`config.mk`:
```
export PLATFORM = sky130hd
export DESIGN_NAME = k16_io_scanner_flat
export DESIGN_NICKNAME = d
export VERILOG_FILES = /design/src/rtl/k16_io_scanner_if.sv /design/src/rtl/k16_io_scanner.sv /design/src/flat_wrapper.sv
export SDC_FILE = /design/constraint.sdc
export NUM_CORES = 1
export LEC_CHECK = 0
export ABC_AREA = 1
export ABC_CLOCK_PERIOD_IN_PS = 5400
export BUFFER_PORTS_ARGS = -buffer_cell sky130_fd_sc_hd__clkbuf_2
export CAP_MARGIN = 20
export CORE_MARGIN = 2
export CORE_UTILIZATION = 35
export DETAILED_ROUTE_END_ITERATION = 7
export SYNTH_ARGS = -nofsm -noshare
export SYNTH_HDL_FRONTEND = slang
export SYNTH_SLANG_ARGS = --single-unit
```
`constraint.sdc`:
```
create_clock -name clk -period 5.4 [get_ports clk]
set_clock_uncertainty 0.2 [all_clocks]
set_input_delay 0 -clock clk [delete_from_list [all_inputs] [get_ports clk]]
set_output_delay 0 -clock clk [all_outputs]
set_load 0.01 [all_outputs]
```
`src/rtl/k16_io_scanner_if.sv`:
```
// k16_io_scanner_if: CPU-side words and external mux bus of the K16 I/O scanner.
interface k16_io_scanner_if #(
    parameter int CHANNELS    = 2,
    parameter int GROUP_WIDTH = 4
);
    localparam int TOTAL = CHANNELS * 16;
    localparam int SLOTS = TOTAL / GROUP_WIDTH;
    localparam int SEL_W = SLOTS > 1 ? $clog2(SLOTS) : 1;
    logic                   enable;
    logic [TOTAL-1:0]       cpu_output;
    logic [TOTAL-1:0]       cpu_input;
    logic [SEL_W-1:0]       select;
    logic [GROUP_WIDTH-1:0] output_bits;
    logic [GROUP_WIDTH-1:0] input_bits;
    logic                   scan_done;
    logic                   input_changed;
    logic                   change_ack;
    modport master (
        output enable, cpu_output, input_bits, change_ack,
        input  cpu_input, select, output_bits, scan_done, input_changed
    );
    modport slave (
        input  enable, cpu_output, input_bits, change_ack,
        output cpu_input, select, output_bits, scan_done, input_changed
    );
endinterface

```
`src/rtl/k16_io_scanner.sv`:
```
// k16_io_scanner: time-multiplexes CPU output words onto a narrow slot bus and
// gathers input groups into coherent per-frame CPU input words.
module k16_io_scanner #(
    parameter int CHANNELS    = 2,
    parameter int GROUP_WIDTH = 4,
    parameter int DWELL       = 2
) (
    input logic             clk,
    input logic             reset,
    k16_io_scanner_if.slave bus
);
    localparam int TOTAL = CHANNELS * 16;
    localparam int SLOTS = TOTAL / GROUP_WIDTH;
    localparam int SEL_W = SLOTS > 1 ? $clog2(SLOTS) : 1;
    localparam int DW_W  = DWELL > 1 ? $clog2(DWELL) : 1;
    typedef enum logic {IDLE, SCAN} state_t;
    state_t                 state, state_nx;
    logic [SEL_W-1:0]       slot, slot_nx;
    logic [DW_W-1:0]        dwell, dwell_nx;
    logic [TOTAL-1:0]       out_shadow, out_nx;
    logic [TOTAL-1:0]       in_shadow, in_nx;
    logic [TOTAL-1:0]       cpu_in, cin_nx;
    logic [TOTAL-1:0]       merged;
    logic [GROUP_WIDTH-1:0] bits, bits_nx;
    logic                   done, done_nx;
    logic                   changed, chg_nx;
    logic                   start;
    assign bus.select        = slot;
    assign bus.output_bits   = bits;
    assign bus.cpu_input     = cpu_in;
    assign bus.scan_done     = done;
    assign bus.input_changed = changed;
    always_ff @(posedge clk)
        if (!reset) begin
            state      <= IDLE;
            slot       <= '0;
            dwell      <= '0;
            out_shadow <= '0;
            in_shadow  <= '0;
            cpu_in     <= '0;
            bits       <= '0;
            done       <= 1'b0;
            changed    <= 1'b0;
        end else begin
            state      <= state_nx;
            slot       <= slot_nx;
            dwell      <= dwell_nx;
            out_shadow <= out_nx;
            in_shadow  <= in_nx;
            cpu_in     <= cin_nx;
            bits       <= bits_nx;
            done       <= done_nx;
            changed    <= chg_nx;
        end
    always_comb begin
        state_nx = state;
        slot_nx  = slot;
        dwell_nx = dwell;
        out_nx   = out_shadow;
        in_nx    = in_shadow;
        cin_nx   = cpu_in;
        bits_nx  = bits;
        done_nx  = 1'b0;
        chg_nx   = changed & ~bus.change_ack;
        start    = 1'b0;
        // the final group is merged on the frame-end edge so cpu_input is complete
        merged = in_shadow;
        merged[int'(slot)*GROUP_WIDTH +: GROUP_WIDTH] = bus.input_bits;
        if (state == IDLE) begin
            start   = bus.enable;
            bits_nx = '0;
        end else if (dwell != DW_W'(DWELL - 1)) begin
            dwell_nx = dwell + 1'b1;
        end else begin
            dwell_nx = '0;
            in_nx    = merged;
            if (slot != SEL_W'(SLOTS - 1)) begin
                slot_nx = slot + 1'b1;
                bits_nx = GROUP_WIDTH'(out_shadow >> ((int'(slot) + 1) * GROUP_WIDTH));
            end else begin
                cin_nx   = merged;
                done_nx  = 1'b1;
                chg_nx   = chg_nx | (merged != cpu_in);
                slot_nx  = '0;
                bits_nx  = '0;
                state_nx = IDLE;
                start    = bus.enable;
            end
        end
        if (start) begin
            out_nx   = bus.cpu_output;
            slot_nx  = '0;
            dwell_nx = '0;
            bits_nx  = bus.cpu_output[GROUP_WIDTH-1:0];
            state_nx = SCAN;
        end
    end
endmodule
```
`src/flat_wrapper.sv`:
```
// flat-port wrapper written by rule: the top's interface ports become plain ports
module k16_io_scanner_flat 
#(
    parameter int CHANNELS    = 2,
    parameter int GROUP_WIDTH = 4,
    parameter int DWELL       = 2
)
  (clk, reset, bus_enable, bus_cpu_output, bus_input_bits, bus_change_ack, bus_cpu_input, bus_select, bus_output_bits, bus_scan_done, bus_input_changed);
  k16_io_scanner_if #(.CHANNELS(CHANNELS), .GROUP_WIDTH(GROUP_WIDTH)) bus_i ();
  input logic clk;
  input logic reset;
  input wire logic [$bits(bus_i.enable)-1:0] bus_enable;
  input wire logic [$bits(bus_i.cpu_output)-1:0] bus_cpu_output;
  input wire logic [$bits(bus_i.input_bits)-1:0] bus_input_bits;
  input wire logic [$bits(bus_i.change_ack)-1:0] bus_change_ack;
  output wire logic [$bits(bus_i.cpu_input)-1:0] bus_cpu_input;
  output wire logic [$bits(bus_i.select)-1:0] bus_select;
  output wire logic [$bits(bus_i.output_bits)-1:0] bus_output_bits;
  output wire logic [$bits(bus_i.scan_done)-1:0] bus_scan_done;
  output wire logic [$bits(bus_i.input_changed)-1:0] bus_input_changed;
  assign bus_i.enable = bus_enable;
  assign bus_i.cpu_output = bus_cpu_output;
  assign bus_i.input_bits = bus_input_bits;
  assign bus_i.change_ack = bus_change_ack;
  assign bus_cpu_input = bus_i.cpu_input;
  assign bus_select = bus_i.select;
  assign bus_output_bits = bus_i.output_bits;
  assign bus_scan_done = bus_i.scan_done;
  assign bus_input_changed = bus_i.input_changed;
  k16_io_scanner #(.CHANNELS(CHANNELS), .GROUP_WIDTH(GROUP_WIDTH), .DWELL(DWELL)) u_core (.clk(clk), .reset(reset), .bus(bus_i));
endmodule
```
==> impl_metrics.ini <==
[finish]
fill_cells = 1521
fin_area_um2 = 6778
drive_gt1_share_pct = 12.76
final_core_util_pct = 46.28
final_nets = 1004
diodes = 0
syn_to_final_growth_pct = 27.88
fin_cells = 1148

[die]
die_area_um2 = 16140
die_y_um = 127.1
row_count = 44
dieWidth_um = 127.1
start_util_pct = 36.19
core-area_um2 = 14640
io_pins = 81

[synthesis]
postSynthCellCount = 833
synth_seq_area_share_pct = 38.90
ys_seq_elements = 103
netlist_area_um2 = 5300
yosys-top-cells-count = 209 x nand2_1, 114 x nor2_1, 112 x inv_1, 103 x dfxtp_1, 82 x o21ai_0
yosysMostFrequentCell = nand2_1
yosysUniqueCellTypes = 30
synth_warnings = 0
syn_nets = 878
netlist.area_leader.share_pct = 38.90
synth_ff_type = dfxtp_1
synth_edf_count = 0
ys_top_cells_by_area = dfxtp_1 39%, nand2_1 15%, nor2_1 8.1%
async_flop_share_pct = 0
synth_area_per_cell_um2 = 6.363
netlist.top_cell.by_area = dfxtp_1

[detailed_routing]
vias = 5511
wl_mm = 15.21
drc = 0
drtPass1Iterations = 7
drtIter0Drc = 405
vias_per_cell = 4.801
antenna_left = 0
wl_per_cell_um = 13.25

[power_and_ir_drop]
pwr_density_cell_nw_per_um2 = 271.8
internal_power_mw = 1.316
swShare_pct = 28.59
peakVddDrop_mv = 0.1554
total_leakage_power_nw = 3.334
p_total_mw = 1.842
p_switching_mw = 0.5268
power.share.clock_pct = 37.7
share_seq_of_total_power_pct = 45.1
pwr-share-comb_pct = 17.1

[clocking]
postCtsSetupBuffers = 0
root_buffer = clkbuf_16
clk_pin_slew_ps = 80
cts_sinks = 103
cts_tree = built
cts_buffers = 9
clk_latency_ps = 360
cts_max_level = 3
cts_buffer_depth = 2

[sta]
grt_setup_unrepaired = false
finalSetupViolCount = 0
whs_ps = 276.4
period_minus_slack_ps = 3834
drv_slew = 0
slew_headroom_pct = 56.78
fin_ws_ps = 1566
setup-tns-final_ps = 0
max_freq_mhz = 260.8
timing.final.crit_share_pct = 71.00
tightest_slew_ps = 644.4
hold_violations = 0

[critical_path]
path_delay_family = simple AND/OR/NAND/NOR gates
slowest_delay_ps = 670
arrival_ps = 3890
path_class = reg2reg
cp-end-kind = flop
path_max_fanout = 19
cp_cell_sequence = inv_2 -> ha_1 -> ha_1 -> inv_1 -> nor2_1 -> nand2_1 -> nand2_1 -> nand2_1 -> nand2_1 -> nand2_1 -> inv_1 -> nand2_1 -> nor2_1 -> nand3_1 -> nor2_1 -> nand2_1 -> nand2_1 -> nand2_1
cp_num_buf_inv = 3
cp.required_ps = 5460
cp_slowest_cell = dfxtp_1
cpMostUsedCell = nand2_1
cp-start-kind = flop

[global_route]
grt-ovfl-total = 0
antenna_found_initial = 0
grt_pass1_wl_mm = 25.12
grt_use_total_pct = 19.30
grt_pass1_vias = 5093
grt_max_degree = 46

[placement]
dpl_cell_area_um2 = 5843
gp_congestion = 0.8922
place_inst = 1070
io_buffers = 80
dp_slack_ps = 1598
dpl.hpwl_mm = 10.26

[run]
cap_violations = 0

[worst_hold_path]
hp-class = reg2reg

[status]
status = complete, no violations
[flip-flops by register name (all words and copies together) (netlist names)]
name / count
u_core.bus.cpu_input: 32
u_core.in_shadow: 32
u_core.out_shadow: 28
u_core.bus.output_bits: 4
u_core.bus.select: 3
u_core.bus.input_changed: 1
u_core.bus.scan_done: 1
u_core.dwell: 1
u_core.state: 1
[worst paths after layout]
path                    startpoint                        to  slack [ps]  depth (start not counted)
min reg2reg  u_core.out_shadow[23]     u_core.out_shadow[23]         280                          2
min          u_core.out_shadow[23]     u_core.out_shadow[23]         280                          2
max reg2reg   u_core.bus.select[0]  u_core.bus.input_changed        1570                         18
max           u_core.bus.select[0]  u_core.bus.input_changed        1570                         18
[repair_timing]
item | CTS | global route
endpoints found under the hold margin | 48 | 0
hold buffers | 62 | 0
endpoints found under the setup margin | 0 | 0
gates resized for setup | 0 | 0
[power groups by stage]
| stage | sequential (mW) | clock (mW) | combinational [mW] |
|---|---|---|---|
| 2_1_floorplan | 0.843 | 0 | 0.197 |
| 3_3_place_gp | 0.849 | 0 | 0.264 |
| 3_5_place_dp | 0.849 | 0 | 0.267 |
| 4_1_cts | 0.832 | 0.709 | 0.311 |
| 5_1_grt | 0.837 | 0.742 | 0.360 |
| 6_report | 0.832 | 0.695 | 0.315 |
[layer usage]
| metal | wire length (um) | GRT usage [%] | share of wire (%) |
|---|---|---|---|
| met1 | 7320 | 26.03 | 48 |
| met3 | 647 | 3.099 | 4.3 |
| met5 | 0 | 0 | 0 |
| met2 | 6974 | 31.66 | 46 |
| met4 | 265 | 6.335 | 1.7 |
[layout by cell type, fill, tap and decap left out, drive strengths merged]
cell	count
a21oi	47
o221ai	4
nor3	6
buf	7
nand3	66
a32oi	1
nand2	212
nand3b	5
o21ai	85
o21bai	1
dfxtp	103
clkinv	4
dlygate4sd3	62
o31ai	12
inv	121
nand4	6
bufinv	1
clkbuf	90
ha	5
o211ai	5
nor2	119
clkinvlp	1
xor2	1
[logic make-up (layout without fill, tap and decap cells)]
logic type,count (synthesis),in the layout,synth area share (%)
AND/OR/NAND/NOR,414,414,32.63
AO/OA/AOI/OAI,155,155,15.91
buffers and inverters,155,286,11.21
flip-flops,103,103,38.90
adder cells (fa/ha/maj),5,5,1.180
XOR/XNOR,1,1,0.1653
[tightest hold or removal path: stages (launching register included)]
cell	delay (ps)
dfxtp_1	310
inv_1	60
a21oi_1	60
[cell type report]
type	count	area (um^2)	share of cell area, %
tap	184	230.2	3.397
inverter	121	454.2	6.701
clock inverter	6	75.07	1.108
sequential	103	2062	30.42
clock buffer	10	239.0	3.526
multi-input combinational	575	2644	39.01
timing repair buffer	149	1074	15.84
Note: power is estimated with default switching activity, not from simulation.
